===== src/rtl/srt_pkg.sv =====
// Shared definitions for the SRT matrix-vector stream controller.
// State encoding and default pipeline geometry.
package srt_pkg;

  typedef logic [1:0] state_t;

  localparam state_t ST_IDLE   = 2'd0;
  localparam state_t ST_LOAD   = 2'd1;
  localparam state_t ST_STREAM = 2'd2;
  localparam state_t ST_DRAIN  = 2'd3;

  localparam int LANES_DEF     = 4;
  localparam int MAT_BEATS_DEF = 3;
  localparam int PIPE_LAT_DEF  = 40;
  localparam int CREDITS_DEF   = 8;

endpackage


===== src/rtl/srt_stream_ctrl_valid_delay_line.sv =====
// Fixed-depth {last,valid} shift register that mirrors the datapath latency.
// any_valid only looks at stages that have not yet reached the output.
module valid_delay_line #(
  parameter int DEPTH = 40,
  parameter int WIDTH = 2
) (
  input  logic             clk,
  input  logic             rst_n,
  input  logic [WIDTH-1:0] din,
  output logic [WIDTH-1:0] dout,
  output logic             any_valid
);

  logic [WIDTH-1:0] sr [DEPTH];

  always_ff @(posedge clk) begin
    if (!rst_n) begin
      for (int i = 0; i < DEPTH; i++) sr[i] <= '0;
    end else begin
      sr[0] <= din;
      for (int i = 1; i < DEPTH; i++) sr[i] <= sr[i-1];
    end
  end

  assign dout = sr[DEPTH-1];

  // The output stage is excluded so DRAIN can exit as the last result leaves.
  always_comb begin
    any_valid = 1'b0;
    for (int i = 0; i < DEPTH-1; i++) any_valid = any_valid | sr[i][0];
  end

endmodule


===== src/rtl/srt_stream_ctrl.sv =====
// Sequencer for the SRT matrix-vector + CORDIC magnitude datapath:
// matrix load, vector streaming, latency tracking and output credits.
module srt_stream_ctrl
  import srt_pkg::*;
#(
  parameter int LANES     = LANES_DEF,
  parameter int MAT_BEATS = MAT_BEATS_DEF,
  parameter int PIPE_LAT  = PIPE_LAT_DEF,
  parameter int CREDITS   = CREDITS_DEF,
  parameter int CRED_W    = $clog2(CREDITS+1)
) (
  input  logic       aclk,
  input  logic       aresetn,
  input  logic       s_tvalid,
  input  logic       s_tlast,
  output logic       s_tready,
  output logic       load_matrix,
  output logic [1:0] mat_beat,
  output logic       vec_valid,
  output logic       pipe_valid,
  output logic       pipe_last,
  input  logic       out_pop,
  output logic [1:0] state_o,
  output logic       done,
  output logic       err_short,
  output logic       err_credit
);

  if (PIPE_LAT < 2 || CREDITS < 1 || LANES < 1) begin : g_bad_cfg
    $error("srt_stream_ctrl: illegal parameters");
  end

  localparam logic [1:0]        LAST_BEAT = 2'(MAT_BEATS-1);
  localparam logic [CRED_W-1:0] CRED_MAX  = CRED_W'(CREDITS);

  state_t            state;
  state_t            state_nxt;
  logic [1:0]        beat;
  logic [CRED_W-1:0] credits;
  logic              hs;
  logic              any_valid;
  logic [1:0]        dl_out;

  assign hs      = s_tvalid & s_tready;
  assign state_o = state;

  always_ff @(posedge aclk) begin
    if (!aresetn) begin
      state     <= ST_IDLE;
      beat      <= 2'd0;
      done      <= 1'b0;
      err_short <= 1'b0;
    end else begin
      state <= state_nxt;
      done  <= (state == ST_DRAIN) && (state_nxt == ST_IDLE);
      if (hs && s_tlast && (state == ST_IDLE || state == ST_LOAD))
        err_short <= 1'b1;
      if (load_matrix)
        beat <= (state_nxt == ST_LOAD) ? beat + 2'd1 : 2'd0;
      else if (state_nxt == ST_IDLE)
        beat <= 2'd0;
    end
  end

  always_comb begin
    state_nxt = state;
    unique case (state)
      ST_IDLE:
        if (hs) begin
          if (s_tlast)             state_nxt = ST_IDLE;
          else if (MAT_BEATS == 1) state_nxt = ST_STREAM;
          else                     state_nxt = ST_LOAD;
        end
      ST_LOAD:
        if (hs) begin
          if (s_tlast)                state_nxt = ST_IDLE;
          else if (beat == LAST_BEAT) state_nxt = ST_STREAM;
        end
      ST_STREAM:
        if (hs && s_tlast) state_nxt = ST_DRAIN;
      default:
        if (!any_valid && !hs) state_nxt = ST_IDLE;
    endcase
  end

  always_comb begin
    s_tready    = 1'b0;
    load_matrix = 1'b0;
    mat_beat    = 2'd0;
    vec_valid   = 1'b0;
    if (aresetn) begin
      unique case (state)
        ST_IDLE: begin
          s_tready    = 1'b1;
          load_matrix = s_tvalid & ~s_tlast;
        end
        ST_LOAD: begin
          s_tready    = 1'b1;
          load_matrix = s_tvalid & ~s_tlast;
          mat_beat    = beat;
        end
        ST_STREAM: begin
          s_tready  = (credits != '0);
          vec_valid = s_tvalid & s_tready;
        end
        default: ;
      endcase
    end
  end

  // One credit per issued vector, returned by each output FIFO pop.
  always_ff @(posedge aclk) begin
    if (!aresetn) begin
      credits    <= CRED_MAX;
      err_credit <= 1'b0;
    end else if (vec_valid && !out_pop) begin
      credits <= credits - CRED_W'(1);
    end else if (!vec_valid && out_pop) begin
      if (credits == CRED_MAX) err_credit <= 1'b1;
      else                     credits    <= credits + CRED_W'(1);
    end
  end

  valid_delay_line #(
    .DEPTH (PIPE_LAT),
    .WIDTH (2)
  ) u_dly (
    .clk       (aclk),
    .rst_n     (aresetn),
    .din       ({vec_valid & s_tlast, vec_valid}),
    .dout      (dl_out),
    .any_valid (any_valid)
  );

  assign pipe_valid = dl_out[0];
  assign pipe_last  = dl_out[1];

endmodule


===== config.mk =====
export PLATFORM = sky130hd
export DESIGN_NAME = srt_stream_ctrl
export DESIGN_NICKNAME = d
export VERILOG_FILES = /design/src/rtl/srt_pkg.sv /design/src/rtl/srt_stream_ctrl_valid_delay_line.sv /design/src/rtl/srt_stream_ctrl.sv
export SDC_FILE = /design/constraint.sdc
export NUM_CORES = 1
export LEC_CHECK = 0
export CAP_MARGIN = 20
export CORE_ASPECT_RATIO = 0.6
export CORE_MARGIN = 3
export CORE_UTILIZATION = 57
export CTS_CLUSTER_DIAMETER = 60
export DETAILED_ROUTE_END_ITERATION = 16
export GPL_TIMING_DRIVEN = 0
export PLACE_DENSITY = 0.81
export SLEW_MARGIN = 10
export SYNTH_ARGS = -nofsm -noshare
export SYNTH_HDL_FRONTEND = slang
export SYNTH_SLANG_ARGS = --single-unit

===== constraint.sdc =====
create_clock -name aclk -period 3.11 [get_ports aclk]
set_clock_uncertainty 0.15 [all_clocks]
set_input_delay 0.622 -clock aclk [delete_from_list [all_inputs] [get_ports aclk]]
set_output_delay 0.622 -clock aclk [all_outputs]
set_load 0.05 [all_outputs]

* Word level (Yosys, flattened, before mapping) *
Memory sizes are Yosys's and may differ from the RTL's.
Cells that the tools add are included.

storage, ports and cells
  register bits after elaboration = 11
  RAM bits = 80
  input bits = 5
  memories kept = 1

operators by class
  $add $sub $neg = 3
  eq/ne operators = 7
  mux-type cells = 64
  bitwise operators = 84
  reduce and logical (&&, ||, !) cells = 19

memory list
  memory    depth  bits a word  read ports  clocked after Yosys merged registers in  write ports  line                                    text
  u_dly.sr  40     2            40          0                                        40           srt_stream_ctrl_valid_delay_line.sv:14  logic [WIDTH-1:0] sr [DEPTH];

operator list
  cell                                                 count
  2-to-1 mux 2 bit                                     51
  OR 1 bit                                             78
  2-to-1 mux 4 bit                                     3
  2-to-1 mux 1 bit                                     8
  equality test 2 bit, second input constant           3
  logical AND 1 bit                                    6
  case mux 2 bit (3 select lines)                      1
  adder 4 x 1 -> 4 bit, second input constant          1
  bitwise AND 1 bit                                    4
  equality test 2 x 1 -> 1 bit, second input constant  2
  equality test 4 bit, second input constant           1
  logical NOT 1 bit                                    4
  logical NOT 2 bit                                    2
  nonzero test 2 bit                                   2
  nonzero test 4 bit                                   1
  subtractor 4 x 1 -> 4 bit, second input constant     1
  AND reduction 3 bit                                  1
  adder 2 x 1 -> 2 bit, second input constant          1
  != test 2 bit, second input constant                 1
  NOT 1 bit                                            2
  case mux 1 bit (2 select lines)                      1
  AND reduction 2 bit                                  1
  OR reduction 2 bit                                   1
  logical OR 1 bit                                     1

* Logic depth before layout (Yosys ltp) *
Gate-level depths: netlist of the first run.
An unclocked memory read counts as a cell.

  word-level depth = 46
  gate-level depth with buffers = 9

* Modules after synthesis *
Synthesis of the first run repeated with hierarchy kept, for this count alone.

second synthesis, totals
  cells, all modules = 263
  area, all modules = 2901.5 um^2

by module, submodules not included
  module            times used  cells each  area an instance (um^2)
  valid_delay_line  1           184         2238.4
  srt_stream_ctrl   1           79          663.1

* Worst setup path after synthesis of the first run *
No wires, ideal clock.

  kind = reg-to-reg
  start = reg state[1], in the netlist state_o[1]
  end = reg credits[3]
  setup time = 133 ps
  data arrival time = 2752 ps
  path slack = 75 ps
  stages on the path, launching flop included = 10
  clock period less this slack = 3035 ps
  cells stage by stage = dfxtp_1 > buf_6 > nor4b_4 > ha_1 > ha_1 > a21o_1 > a21oi_1 > xnor2_1 > and3_1 > o21ai_0

on the way
  word-level cells in the longest chain between the ends = 7
  elaborated cells between the ends (all ways) = 10
  classes of those cells = eq/ne: 2; mux: 3; reduce/logical: 5

RTL lines
  element                               line                    text
  start: declaration                    srt_stream_ctrl.sv:36   state_t state;
  start signal: assignment              srt_stream_ctrl.sv:54   state <= state_nxt;
  equality test 2 bit *                 srt_stream_ctrl.sv:92   unique case (state)
  2-to-1 mux 1 bit *                    srt_stream_ctrl.sv:92
  2-to-1 mux 1 bit *                    srt_stream_ctrl.sv:91   if (aresetn) begin
  named net vec_valid                   srt_stream_ctrl.sv:19   output logic vec_valid,
  logical NOT 1 bit                     srt_stream_ctrl.sv:118  end else if (!vec_valid && out_pop) begin
  logical AND 1 bit                     srt_stream_ctrl.sv:118
  nonzero test 2 bit (no source line)   n/a
  AND reduction 2 bit (no source line)  n/a
  end signal: assignment                srt_stream_ctrl.sv:117  credits <= credits - CRED_W'(1);
  end signal: assignment                srt_stream_ctrl.sv:120  else credits <= credits + CRED_W'(1);
  end: declaration                      srt_stream_ctrl.sv:39   logic [CRED_W-1:0] credits;

The timed path passes the listed nets; every way through them passes the cells marked *.
A chain may end at the register's enable or synchronous reset.

* Worst setup path after layout of the first run *
  start = in aresetn
  end = out vec_valid

on the way
  word-level cells in the longest chain between the ends = 1

RTL lines
  element             line                   text
  start: declaration  srt_stream_ctrl.sv:13  input logic aresetn,
  2-to-1 mux 1 bit    srt_stream_ctrl.sv:91
  end: declaration    srt_stream_ctrl.sv:19

Every way passes these cells.

==> run metrics, run 1 <==
status=complete, no violations; Worst path max stage delay=0.57 ns; Core Util, Final=71.0%; Setup WS post-layout=0.0975 ns; initial antenna violation count=0; via/cell ratio=4.95; Nets=297; Seq/Total Area, Yosys=61.9%; FFs w/ async S/R, synth=0%; Pins Over Slew Limit=0; Crit-path slowest cell=dlygate4sd2_1; Lkg Pwr=1.40 nW; Worst Path Buf+Inv=2; routed wire length=4.97 mm; Final setup viols=0; IO Pins=17; worst hold path stage count=1; Slew HR=roughly two thirds; total CTS buffers=9; pre-CTS setup slack=-0.375 ns; Clk pin slew, worst setup/hold paths=0.09 ns; PD cells=612 nW/um^2; Mapped Nets=270; die width=98.8 um; Die H=61.7 um; DRC viols=0; Rows=19; Initial Util=61.6%; FMAX=approximately 330 MHz; Worst VDD drop=0.403 mV; CTS H-tree lvls=3; HPWL after detailed placement=3.37 mm; Post-synth EDFFs=0; synth warn=0; synthesized cell area=2950 um^2; average cell area after synthesis=11.4 um^2; clock root buffer=clkbuf_8; Synth Flop Type=dfxtp_1; CTS tree=yes; Worst-Skew Late Latency=0.35 ns; Worst R2R Path Depth=9; vias in the first global route=around 1700; total stage count of the critical path=4; Layout Cells excl Fill=354; largest net degree at the start of global routing=16; post-route minimum period=roughly 3 ns; Antenna Cells=0; final hold vios=0; core footprint=roughly 4800 um^2; required time of the critical path=2.34 ns; DRT antenna net count=0; post-synthesis cell count=259; post-cts sizing count=10; Synth cell types=34; critical path cell sequence=clkdlybuf4s50_1 -> nand2_1 -> nor4b_4 -> dlygate4sd2_1; worst-path fanout max=4; first-pass GRT wire length=around 8.4 mm; dpl cells=338; cts hold-fix bufs=0; max-cap violations=0; Slew @ Worst Pin=~0.50 ns; Post-CTS Setup Repair Bufs=0; CP Class=in -> out; hold slack=0.282 ns; Seq cells post-synth=91; HP Class=reg -> reg; clk sinks=91; Crit path max-delay family=buffers and inverters; die outline area=6090 um^2; final estimated routing congestion in global placement=0.802; area grow syn2layout=15.2%; period utilization=96.9%; Critical R2R Launch=credits[1]$_SDFFE_PN0P_; clock buffer depth=2; Via Count=1753; critical path endpoint category=primary output; GRT Total Usage=18.9%; RSZ-0062 raised after global routing=false; layout cells sized above 1=10.3%; CP Launch Type=input port; drt pass-1 iters=4; total grt overflow=0; Port Buffers=16; crit path launch=aresetn; Worst EP arrival=~2.2 ns; WL/cell=between 10 and 15 um; hold path startpoint=u_dly.sr[1][1]$_SDFF_PN0_; DRT iter0 DRCs=78
placed cells by master (no fill, tap or decap), types with 4 or more instances in the layout:
cell             synthesis  routed
dfxtp_1                 91      91
and2_1                  80      80
nand2_1                  9       9
nor4_2                   4       4
ha_1                     5       5
nor4_1                   5       5
clkbuf_8                 0      10
nor2_1                   4       4
clkdlybuf4s50_1          0      11
inv_1                    8       8
clkbuf_1                 9       9
worst paths after layout:
check | endpoint | slack, ns
worst min register to register | u_dly.sr[1][3]$_SDFF_PN0_ | 0.28
worst max register to register | credits[3]$_SDFFE_PN1P_ | 0.63
worst min-delay path | u_dly.sr[1][3]$_SDFF_PN0_ | 0.28
worst max-delay path | vec_valid | 0.1
flip-flops by register name, indices dropped and copies added, names as in the netlist:
register,cells
u_dly.sr,80
done,1
state_o,2
err_short,1
credits,4
err_credit,1
beat,2
through the flow:
step	cell area [um^2]	TNS (ns)	power (mW)
after floorplan	2950	0	1.27
after global placement	3180	-1.13	1.30
after detailed placement	3180	-1.20	1.31
after CTS	3390	0	2.10
after global routing	3390	0	2.16
final	3390	0	2.08
Yosys cell counts, drive strengths merged, types with 2 or more instances:
cell type | instances | area (um^2)
nor3 | 4 | 20.0
nand2 | 9 | 33.8
dfxtp | 91 | 1820
ha | 5 | 62.6
xnor2 | 3 | 26.3
nand4 | 2 | 12.5
nor2b | 2 | 12.5
nor4b | 2 | 32.5
buf | 3 | 33.8
clkbuf | 9 | 33.8
inv | 8 | 30.0
and3 | 3 | 18.8
and2 | 81 | 508
o21a | 2 | 15.0
a21boi | 3 | 22.5
nor2 | 4 | 15.0
a21oi | 3 | 15.0
a31oi | 2 | 12.5
o21ai | 3 | 15.0
nor4 | 10 | 103
logic make-up after synthesis:
family	share of synthesized area (%)
buffers and inverters	3.31
adder cells (fa/ha/maj)	2.80
AO/OA/AOI/OAI	5.01
flip-flops	61.9
AND/OR/NAND/NOR	26.1
XOR/XNOR	0.892
worst reg2reg max path, cell delays in order, from the launching register on:
cell	delay, ns
dfxtp_1	0.44
nor4_4	0.10
nor4b_4	0.35
ha_1	0.29
ha_1	0.26
a21o_1	0.17
a21oi_1	0.18
xnor2_1	0.17
and3_1	0.18
o21ai_0	0.07
report_power, final:
group          switching, mW  leakage [nW]  internal (mW)  total [mW]
clock network          0.401        0.0922          0.396       0.797
logic                 0.0604         0.572         0.0358      0.0962
registers             0.0108         0.733           1.17        1.18
layout make-up:
cell class | count | area [um^2]
Clock inverter | 5 | 61.3
Inverter | 8 | 30.0
Buffer | 12 | 68.8
Fill cell | 354 | 1390
Multi-Input combinational cell | 148 | 1030
Clock buffer | 11 | 141
Timing Repair Buffer | 16 | 159
Tap cell | 63 | 78.8
Sequential cell | 91 | 1820
metal layers:
metal  track usage, %  up-vias  wire (um)
met5                0        -          0
met4             7.78        0         81
met3             8.94       10        285
met2             27.4       44       2110
met1             24.5      808       2500
li1                 -      891          -
Power figures use the tool's default switching activity.
==> run 2: changes to the inputs <==
--- a/config.mk
+++ b/config.mk
@@ -6,9 +6,11 @@
 export NUM_CORES = 1
 export LEC_CHECK = 0
 export CAP_MARGIN = 20
+export CELL_PAD_IN_SITES_DETAIL_PLACEMENT = 0
+export CELL_PAD_IN_SITES_GLOBAL_PLACEMENT = 2
 export CORE_ASPECT_RATIO = 0.6
 export CORE_MARGIN = 3
-export CORE_UTILIZATION = 57
+export CORE_UTILIZATION = 39
 export CTS_CLUSTER_DIAMETER = 60
 export DETAILED_ROUTE_END_ITERATION = 16
 export GPL_TIMING_DRIVEN = 0
==> run 2 against run 1 <==
- utilization shrank 21 points
- via count shrank 4.9%
- clock power grew 25%
- critical path depth is the same
- register-to-register slack is essentially flat
- combinational power shrank 1%
- fmax shrank 0.64%
- sequential share of layout area shrank 1.8 points
- count of clock-buffer cells in the layout grew 4
- total power grew 9.9%
- critical path type unchanged
- largest cell class unchanged
==> run metrics, run 2 (synthesized netlist as in run 1, its figures left out) <==
clock root buffer=clkbuf_16; CTS H-tree lvls=3; FMAX=330 MHz; worst hold path stage count=1; critical path cell sequence=clkdlybuf4s50_1 -> nand2_1 -> nor4b_4 -> dlygate4sd2_1; drt pass-1 iters=4; die outline area=~8700 um^2; initial antenna violation count=0; WL/cell=~12 um; Port Buffers=16; Crit-path slowest cell=dlygate4sd2_1; Slew HR=65.5%; IO Pins=17; Setup WS post-layout=0.0781 ns; routed wire length=4.85 mm; Worst R2R Path Depth=9; most common cell after layout, fill and taps aside=dfxtp_1; clock buffer depth=2; max reg flops=80; final hold vios=0; Antenna Cells=0; Worst VDD drop=0.324 mV; largest registers=u_dly.sr (80), credits (4); max-cap violations=0; DRC viols=0; first-pass GRT wire length=between 8 and 9 mm; PD cells=650 nW/um^2; required time of the critical path=2.34 ns; R2R Path End=credits[3]$_SDFFE_PN1P_; Initial Util=42.1%; Worst Path Buf+Inv=2; largest net degree at the start of global routing=14; Pins Over Slew Limit=0; HPWL after detailed placement=between 3 and 4 mm; HP Class=reg -> reg; DRT antenna net count=0; Rows=23; status=complete, no violations; cts hold-fix bufs=0; Crit path max-delay family=buffers and inverters; Die H=73.3 um; dpl cells=roughly 380; hold slack=0.281 ns; total grt overflow=0; critical path endpoint category=primary output; DRT iter0 DRCs=119; CP Class=in -> out; final estimated routing congestion in global placement=a little over 0.7; pre-CTS setup slack=-0.364 ns; worst-path fanout max=4; area grow syn2layout=19.2%; CP Launch Type=input port; die width=around 120 um; post-route minimum period=3.03 ns; FF-to-FF setup slack=0.62 ns; Hold EP=u_dly.sr[4][15]$_SDFF_PN0_; GRT Total Usage=12.8%; Layout Cells excl Fill=391; Final setup viols=0; Post-CTS Setup Repair Bufs=0; core footprint=6990 um^2; via/cell ratio=around 4.3; Lkg Pwr=1.44 nW; Largest Register=u_dly.sr; total CTS buffers=9; Clk pin slew, worst setup/hold paths=0.06 ns; hold path startpoint=u_dly.sr[4][13]$_SDFF_PN0_; layout cells sized above 1=9.28%; clk sinks=slightly above 90; Critical R2R Launch=credits[1]$_SDFFE_PN0P_; Worst-Skew Late Latency=0.34 ns; CTS tree=yes; Core Util, Final=roughly half; most frequent cells in the layout=dfxtp_1 (91), and2_1 (80), clkbuf_1 (12), clkdlybuf4s50_1 (11); period utilization=about 97%; post-cts sizing count=9; Worst EP arrival=roughly 2.3 ns; Via Count=1667; Worst path max stage delay=around 0.58 ns; Slew @ Worst Pin=0.515 ns; vias in the first global route=1638; Nets=297
## run 2: worst max path at each step
stage                                      from                       to  slack (ns)  cells past startpoint
after global routing                    aresetn                vec_valid      -0.003                      4
after CTS                               aresetn              load_matrix       0.007                      4
final                                   aresetn                vec_valid        0.08                      4
after global placement                  aresetn                 s_tready       -0.42                      5
after floorplan           state_o[1]$_SDFF_PN0_  credits[3]$_SDFFE_PN1P_        0.07                      9
after detailed placement                aresetn                 s_tready       -0.36                      5
## run 2: layout make-up
type | count | area, um^2
fill | 634 | 3480
sequential | 91 | 1820
multi-input combinational | 148 | 1030
clock buffer | 15 | 268
timing repair buffer | 16 | 156
tap | 100 | 125
buffer | 12 | 68.8
inverter | 8 | 30.0
clock inverter | 1 | 7.51
## run 2: layer usage
| layer | wire [um] | GRT usage [%] |
|---|---|---|
| met2 | 1590 | 14.4 |
| met3 | 247 | 6.46 |
| met1 | 2960 | 19.4 |
| met5 | 0 | 0 |
| met4 | 47 | 5.06 |
## run 2: where the power goes
group	switching, mW	leakage [nW]	total [mW]	internal (mW)
Clock	0.415	0.130	1.00	0.586
Combinational	0.0600	0.574	0.0948	0.0348
Sequential	0.0115	0.733	1.19	1.17
Total	0.487	1.44	2.28	1.80
## run 2: stage by stage
step	area (um^2)	setup TNS, ns	total power [mW]
after global routing	3510	-0.00321	2.37
after floorplan	2950	0	1.27
after global placement	3230	-1.56	1.31
final	3510	0	2.28
after detailed placement	3230	-1.33	1.31
after CTS	3500	0	2.31
